--- src/rtl/legv8_control_unit.sv ---
// legv8_control_unit
// Multicycle control unit for the LEGv8 datapath. It latches the instruction
// from the instruction ROM in FETCH, decodes it from the instruction register,
// and runs it through one or two execute states (EX0, EX1). Each cycle it
// drives a 32-bit control word for the datapath and the decoded immediate K.
//
// Ports:
//   clock        system clock, rising edge
//   reset_n      asynchronous active-low reset
//   instruction  ROM output addressed by PC
//   status       [3:0] = {V,C,N,Z} live ALU flags, [4] = registered Z
//   ir_load      high in FETCH; the IR captures instruction at that edge
//   controlword  [31]=0 [30:29]Psel [28:24]DA [23:19]SA [18:14]SB [13:9]Fsel
//                [8]regW [7]ramW [6]EN_MEM [5]EN_ALU [4]EN_B [3]EN_PC
//                [2]Bsel [1]PCsel [0]SL
//   K            decoded immediate, zero in FETCH and while in reset
//   illegal      sticky flag, set when an undecodable opcode reaches EX0
module legv8_control_unit #(
    parameter int unsigned XLEN     = 64,
    parameter int unsigned LINK_REG = 30
) (
    input  logic            clock,
    input  logic            reset_n,
    input  logic [31:0]     instruction,
    input  logic [4:0]      status,
    output logic            ir_load,
    output logic [31:0]     controlword,
    output logic [XLEN-1:0] K,
    output logic            illegal
);

    localparam logic [1:0] S_FETCH = 2'd0;
    localparam logic [1:0] S_EX0   = 2'd1;
    localparam logic [1:0] S_EX1   = 2'd2;

    localparam logic [1:0] PSEL_HOLD = 2'b00;
    localparam logic [1:0] PSEL_NEXT = 2'b01;
    localparam logic [1:0] PSEL_REL  = 2'b10;
    localparam logic [1:0] PSEL_BUS  = 2'b11;

    localparam logic [4:0] FSEL_AND = 5'b00000;
    localparam logic [4:0] FSEL_ORR = 5'b00100;
    localparam logic [4:0] FSEL_ADD = 5'b01000;
    localparam logic [4:0] FSEL_SUB = 5'b01001;

    localparam logic [4:0] OP_ADD     = 5'd0;
    localparam logic [4:0] OP_SUB     = 5'd1;
    localparam logic [4:0] OP_AND     = 5'd2;
    localparam logic [4:0] OP_ORR     = 5'd3;
    localparam logic [4:0] OP_ADDS    = 5'd4;
    localparam logic [4:0] OP_SUBS    = 5'd5;
    localparam logic [4:0] OP_LDUR    = 5'd6;
    localparam logic [4:0] OP_STUR    = 5'd7;
    localparam logic [4:0] OP_BR      = 5'd8;
    localparam logic [4:0] OP_ADDI    = 5'd9;
    localparam logic [4:0] OP_SUBI    = 5'd10;
    localparam logic [4:0] OP_MOVZ    = 5'd11;
    localparam logic [4:0] OP_CBZ     = 5'd12;
    localparam logic [4:0] OP_CBNZ    = 5'd13;
    localparam logic [4:0] OP_B       = 5'd14;
    localparam logic [4:0] OP_BL      = 5'd15;
    localparam logic [4:0] OP_ILLEGAL = 5'd16;

    localparam logic [4:0] ZERO_REG = 5'd31;
    localparam logic [4:0] LINK_DA  = 5'(LINK_REG);

    logic [1:0]      state;
    logic [31:0]     ir;
    logic [4:0]      op;
    logic            active;
    logic            in_ex1;
    logic [XLEN-1:0] k_dec;

    logic [1:0] psel;
    logic [4:0] da;
    logic [4:0] sa;
    logic [4:0] sb;
    logic [4:0] fsel;
    logic       reg_w;
    logic       ram_w;
    logic       en_mem;
    logic       en_alu;
    logic       en_b;
    logic       en_pc;
    logic       b_sel;
    logic       pc_sel;
    logic       set_flags;

    // Only the live Z flag steers control; the other flags belong to the datapath.
    logic unused_status;
    assign unused_status = ^status[4:1];

    logic [4:0] rd;
    logic [4:0] rn;
    logic [4:0] rm;
    assign rd = ir[4:0];
    assign rn = ir[9:5];
    assign rm = ir[20:16];

    // Opcodes are checked longest first so that a short opcode never shadows
    // a longer one that shares its leading bits.
    always_comb begin
        op = OP_ILLEGAL;
        if      (ir[31:21] == 11'b10001011000) op = OP_ADD;
        else if (ir[31:21] == 11'b11001011000) op = OP_SUB;
        else if (ir[31:21] == 11'b10001010000) op = OP_AND;
        else if (ir[31:21] == 11'b10101010000) op = OP_ORR;
        else if (ir[31:21] == 11'b10101011000) op = OP_ADDS;
        else if (ir[31:21] == 11'b11101011000) op = OP_SUBS;
        else if (ir[31:21] == 11'b11111000010) op = OP_LDUR;
        else if (ir[31:21] == 11'b11111000000) op = OP_STUR;
        else if (ir[31:21] == 11'b11010110000) op = OP_BR;
        else if (ir[31:22] == 10'b1001000100)  op = OP_ADDI;
        else if (ir[31:22] == 10'b1101000100)  op = OP_SUBI;
        else if (ir[31:23] == 9'b110100101)    op = OP_MOVZ;
        else if (ir[31:24] == 8'b10110100)     op = OP_CBZ;
        else if (ir[31:24] == 8'b10110101)     op = OP_CBNZ;
        else if (ir[31:26] == 6'b000101)       op = OP_B;
        else if (ir[31:26] == 6'b100101)       op = OP_BL;
    end

    // Immediate decode depends only on the latched instruction, so K stays
    // stable across both execute states of LDUR and BL.
    always_comb begin
        k_dec = '0;
        case (op)
            OP_ADDI, OP_SUBI: k_dec = XLEN'(ir[21:10]);
            OP_MOVZ:          k_dec = XLEN'(ir[20:5]) << {ir[22:21], 4'b0000};
            OP_LDUR, OP_STUR: k_dec = XLEN'($signed(ir[20:12]));
            OP_CBZ, OP_CBNZ:  k_dec = XLEN'($signed({ir[23:5], 2'b00}));
            OP_B, OP_BL:      k_dec = XLEN'($signed({ir[25:0], 2'b00}));
            default:          k_dec = '0;
        endcase
    end

    // Reset abandons whatever instruction was in flight; the sticky illegal
    // flag is only cleared here.
    always_ff @(posedge clock or negedge reset_n) begin
        if (!reset_n) begin
            state   <= S_FETCH;
            ir      <= '0;
            illegal <= 1'b0;
        end else begin
            case (state)
                S_FETCH: begin
                    ir    <= instruction;
                    state <= S_EX0;
                end
                S_EX0: begin
                    if (op == OP_ILLEGAL) begin
                        illegal <= 1'b1;
                    end
                    state <= (op == OP_LDUR || op == OP_BL) ? S_EX1 : S_FETCH;
                end
                default: state <= S_FETCH;
            endcase
        end
    end

    // Outputs are gated by reset_n so they drop to zero the moment reset is
    // asserted rather than at the next edge.
    assign active  = reset_n && (state == S_EX0 || state == S_EX1);
    assign in_ex1  = (state == S_EX1);
    assign ir_load = reset_n && (state == S_FETCH);
    assign K       = active ? k_dec : '0;

    // PC updates only happen in the final execute state, so every branch
    // target is relative to the branch's own address.
    always_comb begin
        psel      = PSEL_HOLD;
        da        = '0;
        sa        = '0;
        sb        = '0;
        fsel      = FSEL_AND;
        reg_w     = 1'b0;
        ram_w     = 1'b0;
        en_mem    = 1'b0;
        en_alu    = 1'b0;
        en_b      = 1'b0;
        en_pc     = 1'b0;
        b_sel     = 1'b0;
        pc_sel    = 1'b0;
        set_flags = 1'b0;
        if (active) begin
            case (op)
                OP_ADD, OP_SUB, OP_AND, OP_ORR, OP_ADDS, OP_SUBS: begin
                    sa     = rn;
                    sb     = rm;
                    da     = rd;
                    en_alu = 1'b1;
                    reg_w  = 1'b1;
                    psel   = PSEL_NEXT;
                    case (op)
                        OP_SUB, OP_SUBS: fsel = FSEL_SUB;
                        OP_AND:          fsel = FSEL_AND;
                        OP_ORR:          fsel = FSEL_ORR;
                        default:         fsel = FSEL_ADD;
                    endcase
                    set_flags = (op == OP_ADDS || op == OP_SUBS);
                end
                OP_ADDI, OP_SUBI: begin
                    sa     = rn;
                    da     = rd;
                    b_sel  = 1'b1;
                    fsel   = (op == OP_SUBI) ? FSEL_SUB : FSEL_ADD;
                    en_alu = 1'b1;
                    reg_w  = 1'b1;
                    psel   = PSEL_NEXT;
                end
                OP_MOVZ: begin
                    da    = rd;
                    b_sel = 1'b1;
                    en_b  = 1'b1;
                    reg_w = 1'b1;
                    psel  = PSEL_NEXT;
                end
                OP_LDUR: begin
                    // EX0 only presents the address; the load lands in EX1.
                    sa    = rn;
                    b_sel = 1'b1;
                    fsel  = FSEL_ADD;
                    if (in_ex1) begin
                        en_mem = 1'b1;
                        reg_w  = 1'b1;
                        da     = rd;
                        psel   = PSEL_NEXT;
                    end else begin
                        psel   = PSEL_HOLD;
                    end
                end
                OP_STUR: begin
                    // Store data comes from the B port ahead of the Bsel mux.
                    sa    = rn;
                    sb    = rd;
                    b_sel = 1'b1;
                    fsel  = FSEL_ADD;
                    ram_w = 1'b1;
                    psel  = PSEL_NEXT;
                end
                OP_CBZ, OP_CBNZ: begin
                    sa   = rd;
                    sb   = ZERO_REG;
                    fsel = FSEL_ADD;
                    psel = ((op == OP_CBZ) == status[0]) ? PSEL_REL : PSEL_NEXT;
                end
                OP_B: begin
                    psel = PSEL_REL;
                end
                OP_BL: begin
                    // Link is written while PC still points at the BL itself.
                    if (in_ex1) begin
                        psel = PSEL_REL;
                    end else begin
                        da    = LINK_DA;
                        en_pc = 1'b1;
                        reg_w = 1'b1;
                        psel  = PSEL_HOLD;
                    end
                end
                OP_BR: begin
                    sa     = rn;
                    sb     = ZERO_REG;
                    fsel   = FSEL_ORR;
                    en_alu = 1'b1;
                    pc_sel = 1'b1;
                    psel   = PSEL_BUS;
                end
                default: begin
                    psel = PSEL_NEXT;
                end
            endcase
        end
    end

    assign controlword = {1'b0, psel, da, sa, sb, fsel, reg_w, ram_w, en_mem,
                          en_alu, en_b, en_pc, b_sel, pc_sel, set_flags};

endmodule

--- config.mk ---
export PLATFORM = sky130hd
export DESIGN_NAME = legv8_control_unit
export DESIGN_NICKNAME = d
export VERILOG_FILES = /design/src/rtl/legv8_control_unit.sv
export SDC_FILE = /design/constraint.sdc
export NUM_CORES = 1
export LEC_CHECK = 0
export ABC_AREA = 1
export BUFFER_PORTS_ARGS = -buffer_cell sky130_fd_sc_hd__buf_2
export CORE_ASPECT_RATIO = 1.2
export CORE_MARGIN = 2
export CORE_UTILIZATION = 50
export CTS_BUF_LIST = sky130_fd_sc_hd__clkbuf_4
export DETAILED_ROUTE_END_ITERATION = 12
export GPL_TIMING_DRIVEN = 0
export PLACE_DENSITY = 0.8
export REMOVE_ABC_BUFFERS = 1
export SLEW_MARGIN = 20
export SYNTH_ARGS = -nofsm -noshare
export SYNTH_HDL_FRONTEND = slang
export SYNTH_SLANG_ARGS = --single-unit
--- constraint.sdc ---
create_clock -name clock -period 3.6 [get_ports clock]
set_input_delay 0.18 -clock clock [delete_from_list [all_inputs] [get_ports clock]]
set_output_delay 0.18 -clock clock [all_outputs]
set_load 0.05 [all_outputs]
Yosys cells after proc, flatten, opt, wreduce, memory -nomap -nowiden
Cells that the tools add are included.
- bits in registers: 35
- word-level logic and storage cells: 116
- output and inout bits: 98
- reductions and logical operators: 20
- shifts and indexed selects: 1
- equal/unequal tests: 35
- muxes and demuxes: 57
- operator list (operator ; count):
    $pmux 64 s5 ; 1
    $mux 5 ; 21
    $eq 11x11->1 const B ; 9
    $mux 64 ; 1
    $shl 16x6->64 ; 1
    $eq 5x4->1 const B ; 8
    $pmux 5 s3 ; 2
    $mux 1 ; 21
    $eq 10x10->1 const B ; 2
    $eq 5x3->1 const B ; 4
    $reduce_or 9->1 ; 2
    $eq 8x8->1 const B ; 2
    $pmux 4 s4 ; 1
    $pmux 4 s3 ; 1
    $reduce_or 11->1 ; 1
    $eq 5x2->1 const B ; 2
    $pmux 2 s5 ; 1
    $pmux 5 s2 ; 1
    $reduce_or 2->1 ; 5
    $eq 9x9->1 const B ; 1
    $mux 2 ; 4
    $eq 6x3->1 const B ; 1
    $eq 6x6->1 const B ; 1
    $reduce_or 6->1 ; 1
    16 further kinds ; 19

Longest topological paths before layout
- word-level depth: 22
- mapped depth: 16

Worst setup path before layout
No wires, ideal clock.
- kind: reg-to-output
- start: reg ir[21]
- end: out controlword[25]
- slack: 797 ps
- data required time: 3420 ps
- data arrival time: 2623 ps
- path buffers: 1
- cell stages (with the launch flop): 13
- path through: dfrtp_1 > buf_4 > inv_2 > nand2_1 > nor2_2 > nand2_2 > nor3_1 > nor2_1 > inv_1 > nor2_1 > nand3_1 > nand2_1 > a21boi_0
- word-level cells in the longest chain between the ends: 14
- ends and longest elaborated chain (element ; line ; text):
    start, declared ; 68 ; logic [31:0] ir;
    start signal, assigned ; 146 ; ir <= instruction;
    $eq 11x11->1 ; 112 ; else if (ir[31:21] == 11'b11010110000) op = OP_BR;
    $mux 5 ; 112 ;
    $mux 5 ; 111 ; else if (ir[31:21] == 11'b11111000000) op = OP_STUR;
    $mux 5 ; 110 ; else if (ir[31:21] == 11'b11111000010) op = OP_LDUR;
    $mux 5 ; 109 ; else if (ir[31:21] == 11'b11101011000) op = OP_SUBS;
    $mux 5 ; 108 ; else if (ir[31:21] == 11'b10101011000) op = OP_ADDS;
    $mux 5 ; 107 ; else if (ir[31:21] == 11'b10101010000) op = OP_ORR;
    $mux 5 ; 106 ; else if (ir[31:21] == 11'b10001010000) op = OP_AND;
    $mux 5 ; 105 ; else if (ir[31:21] == 11'b11001011000) op = OP_SUB;
    $mux 5 (*) ; 104 ; if (ir[31:21] == 11'b10001011000) op = OP_ADD;
    $eq 5x3->1, or another cell as far along ; 185 ; case (op)
    $reduce_or 9->1 (no line) ; n/a ;
    $pmux 5 s3 (*) ; 185 ;
    $mux 5 (*) ; 184 ; if (active) begin
    end, declared ; 27 ; output logic [31:0] controlword,
Mark *: on every way between the ends. The rest lies on a longest branch, timed or not.

Worst setup path after layout
- start: reg ir[21]
- end: out K[48]
- word-level cells in the longest chain between the ends: 14
- ends and longest elaborated chain (element ; line ; text):
    $eq 11x11->1 ; 112 ;
    $mux 5 ; 112 ;
    $mux 5 ; 111 ;
    $mux 5 ; 110 ;
    $mux 5 ; 109 ;
    $mux 5 ; 108 ;
    $mux 5 ; 107 ;
    $mux 5 ; 106 ;
    $mux 5 ; 105 ;
    $mux 5 ; 104 ;
    $eq 5x4->1 or $eq 5x3->1 (tied branches) ; 126 ; case (op)
    $reduce_or 2->1 ; 126 ;
    $pmux 64 s5 (*) ; 126 ;
    $mux 64 (*) ; 165 ; assign K = active ? k_dec : '0;
    end, declared ; 28 ; output logic [XLEN-1:0] K,
Marks and branches as above.

==> flow_summary.yaml <==
sta:
  grt_setup_unrepaired: "false"
  holdWs_ps: 20.3
  period_needed_ps: 3390
  setup_viol: 0
  finalMaxSlewViolations: 0
  period_share_pct: 94.0
  tns_ps: 0
  post-route-worst-setup-slack_ps: 215
  finalHoldViolCount: 0
  tightest_slew_ps: 871
  fmax_mhz: 295
  fin_skew_ps: 8.06
  slew-limit-headroom_pct: 41.7
yosys:
  synth_ff_type: "dfrtp_1"
  ys_types: 43
  synthAdderAreaFrac_pct: 0.939
  yosys.area_share.simple_pct: 26.8
  netlist_instances: 609
  yosysSeqAreaShare_pct: 21.9
  synth_top_family_by_area: "compound AO/OA/AOI/OAI gates"
  synthArstFlopShare_pct: 100
  synth-edff-count: 0
  ys_warn_count: 0
  syn_area_per_cell_um2: 6.56
  synth_seq_cells: 35
  synthMuxAreaShare_pct: 0.564
  synth_compound_area_share_pct: 33.5
  synth_xor_area_share_pct: 0.219
  syn-cell-area_mm2: 0.00400
worst_setup_path:
  crit_start: "ir[21]$_DFFE_PN0P_"
  path_buf_inv: 2
  rr_endpoint: "illegal$_DFFE_PN0P_"
  crit_chain: "clkinv_2, nand2_1, nor2_2, nand2_2, nor2_1, nor2_1, nand3_2, nand2_1, nand3_2, nand2_2, nand2_4, a21oi_2, buf_2"
  worstSetupPathType: "reg2out"
  cp.arrival_ps: 3210
  reg2reg_depth: 9
  required_ps: 3420
  cp-start-kind: "flop"
  cp_top_family: "simple AND/OR/NAND/NOR gates"
  rrSetupSlack_ps: 1340
  cp_slowest_cell: "dfrtp_4"
  crit-reg2reg-launch: "ir[29]$_DFFE_PN0P_"
  cp.depth: 13
  end_kind: "output pin"
  crit_path_end: "K[48]"
  critPathMaxFanout: 22
  cpPeakStageDelay_ps: 600
route:
  viasPerCell: 6.14
  routedWlPerCell_um: 18.4
  drt_wl_total_um: 14600
  antenna_left: 0
  drtPass1Iterations: 6
  dr_total_vias: 4872
  drc_errors: 0
  drt_iter0_drc: 546
floorplanning:
  placement_rows: 35
  start_util_pct: 51.9
  fp.dieW_um: 85.6
  dieArea_mm2: 0.00873
  die_y_um: 102
  ios: 137
  core_area_mm2: 0.00771
place:
  hpwl_um: 10100
  place.gp.congestion: 0.976
  io_buffers: 129
  dp_slack_ps: -274
clock_tree:
  cts_buffer_depth: 2
  cts_inserted_buffers: 5
  insertion_delay_ps: 350
  clkSinkCount: 35
  tritoncts: "done"
  clkSlewWorstSetupHoldPaths_ps: 120
  h-tree-depth: 2
  cts-root-buf: "clkbuf_4"
global_route:
  grt.total_usage_pct: 32.5
  grt_pass1_vias: 4531
  overflow: 0
  antenna_found_initial: 0
  grt_max_degree: 55
  grt_pass1_wl_um: 22600
run_status:
  outcome: "finished clean"
worst_hold_path:
  hold_class: "in2reg"
layout:
  multi_input_area_mm2: 0.00255
  layout_common_cells: "buf_2, nand2_1, inv_1"
  drive_gt1_share_pct: 33.5
  num_antenna_cells: 0
  nNetsFinal: 743
  regArea_um2: 883
  fin_util_pct: 60.8
  syn2layout_area_growth_pct: 17.2
  n_fill_cell: 768
  layout_commonest_cell: "buf_2"
run:
  maxCapViolations: 0
pwr:
  ir_drop_uv: 388
  leakage_uw: 0.00237
  power_uw: 2650
  p_per_area_mw_per_mm2: 565
logic make-up (layout without fill, tap and decap cells):
group                      after synthesis  in the layout
AOI/OAI and AO/OA                      190            190
xor gates and xnor gates                 1              1
adders and majority gates                3              3
buffers and inverters                  143            232
DFF                                     35             35
muxes                                    2              2
other                                    1              3
and+or+nand+nor                        234            235
worst reg2reg max path: cells and delay by family, from the launching register on:
kind                   cells  cell delay (ps)
flip-flops                 1              450
AND/OR/NAND/NOR            5              810
AO/OA/AOI/OAI              1              240
buffers and inverters      3              670
metal layers:
metal | global-route usage [%] | wire length, um | vias to the layer above | share of wire (%)
met5 | 0 | 0 | - | 0
met4 | 18.8 | 683 | 0 | 4.7
met3 | 3.72 | 1210 | 61 | 8.3
met2 | 53.2 | 7040 | 312 | 48
met1 | 41.5 | 5690 | 2236 | 39
li1 | - | - | 2263 | -
sequential cells by signal, summed over array words and instances, names as in the netlist:
register	cells
illegal	1
ir	32
state	2
where the power goes:
part,switching (uW),internal (uW)
Clock,151,69.4
Combinational,1030,398
Sequential,418,582
layout make-up:
| cell class | instances | area share (%) |
|---|---|---|
| Inverter | 84 | 6.94 |
| Clock buffer | 5 | 0.801 |
| Timing Repair Buffer | 140 | 16.3 |
| Clock inverter | 2 | 0.187 |
| Sequential cell | 35 | 18.9 |
| Tap cell | 92 | 2.46 |
| Multi-Input combinational cell | 434 | 54.4 |
| Timing Repair inverter | 1 | 0.107 |
through the flow:
| step | cell area [um2] | std cells |
|---|---|---|
| 3_5_place_dp | 4480 | 774 |
| 3_3_place_gp | 4440 | 773 |
| 5_1_grt | 4680 | 793 |
| 2_1_floorplan | 3680 | 552 |
| 6_report | 4680 | 793 |
| 4_1_cts | 4580 | 783 |
worst min-delay path by stage:
stage,start,cells past startpoint,slack (ps),to
final,instruction[31],3,20,ir[31]$_DFFE_PN0P_
after global routing,instruction[19],3,20,ir[19]$_DFFE_PN0P_
after CTS,instruction[31],3,10,ir[31]$_DFFE_PN0P_
after detailed placement,reset_n,1,350,ir[0]$_DFFE_PN0P_
after global placement,reset_n,1,320,state[1]$_DFF_PN0_
after floorplan,reset_n,0,-120,illegal$_DFFE_PN0P_
what timing repair did:
item,CTS,global route
hold buffers,1,0
endpoints found under the hold margin,35,0
gates cloned,1,1
buffers inserted,0,9
resized for setup,8,8
setup endpoints to repair,62,46
pin swaps,0,2
Yosys cell counts (9+ instances only):
library cell  instances  share of area (%)
nor2_1               50                4.7
buf_4                13                2.4
o21ai_0              48                6.0
clkbuf_1             31                2.9
nand3_1              32                4.0
dfrtp_1              35                 22
nand4_1              10                1.6
buf_2                 9                1.1
a31oi_1              15                2.3
a21oi_1              22                2.8
a41oi_1              23                5.0
a21oi_2              39                8.5
nand2_1             106                 10
o2111ai_1             9                2.0
nor3_1                9                1.1
inv_1                66                6.2
inv_2                18                1.7
(Power assumes the default switching activity.)
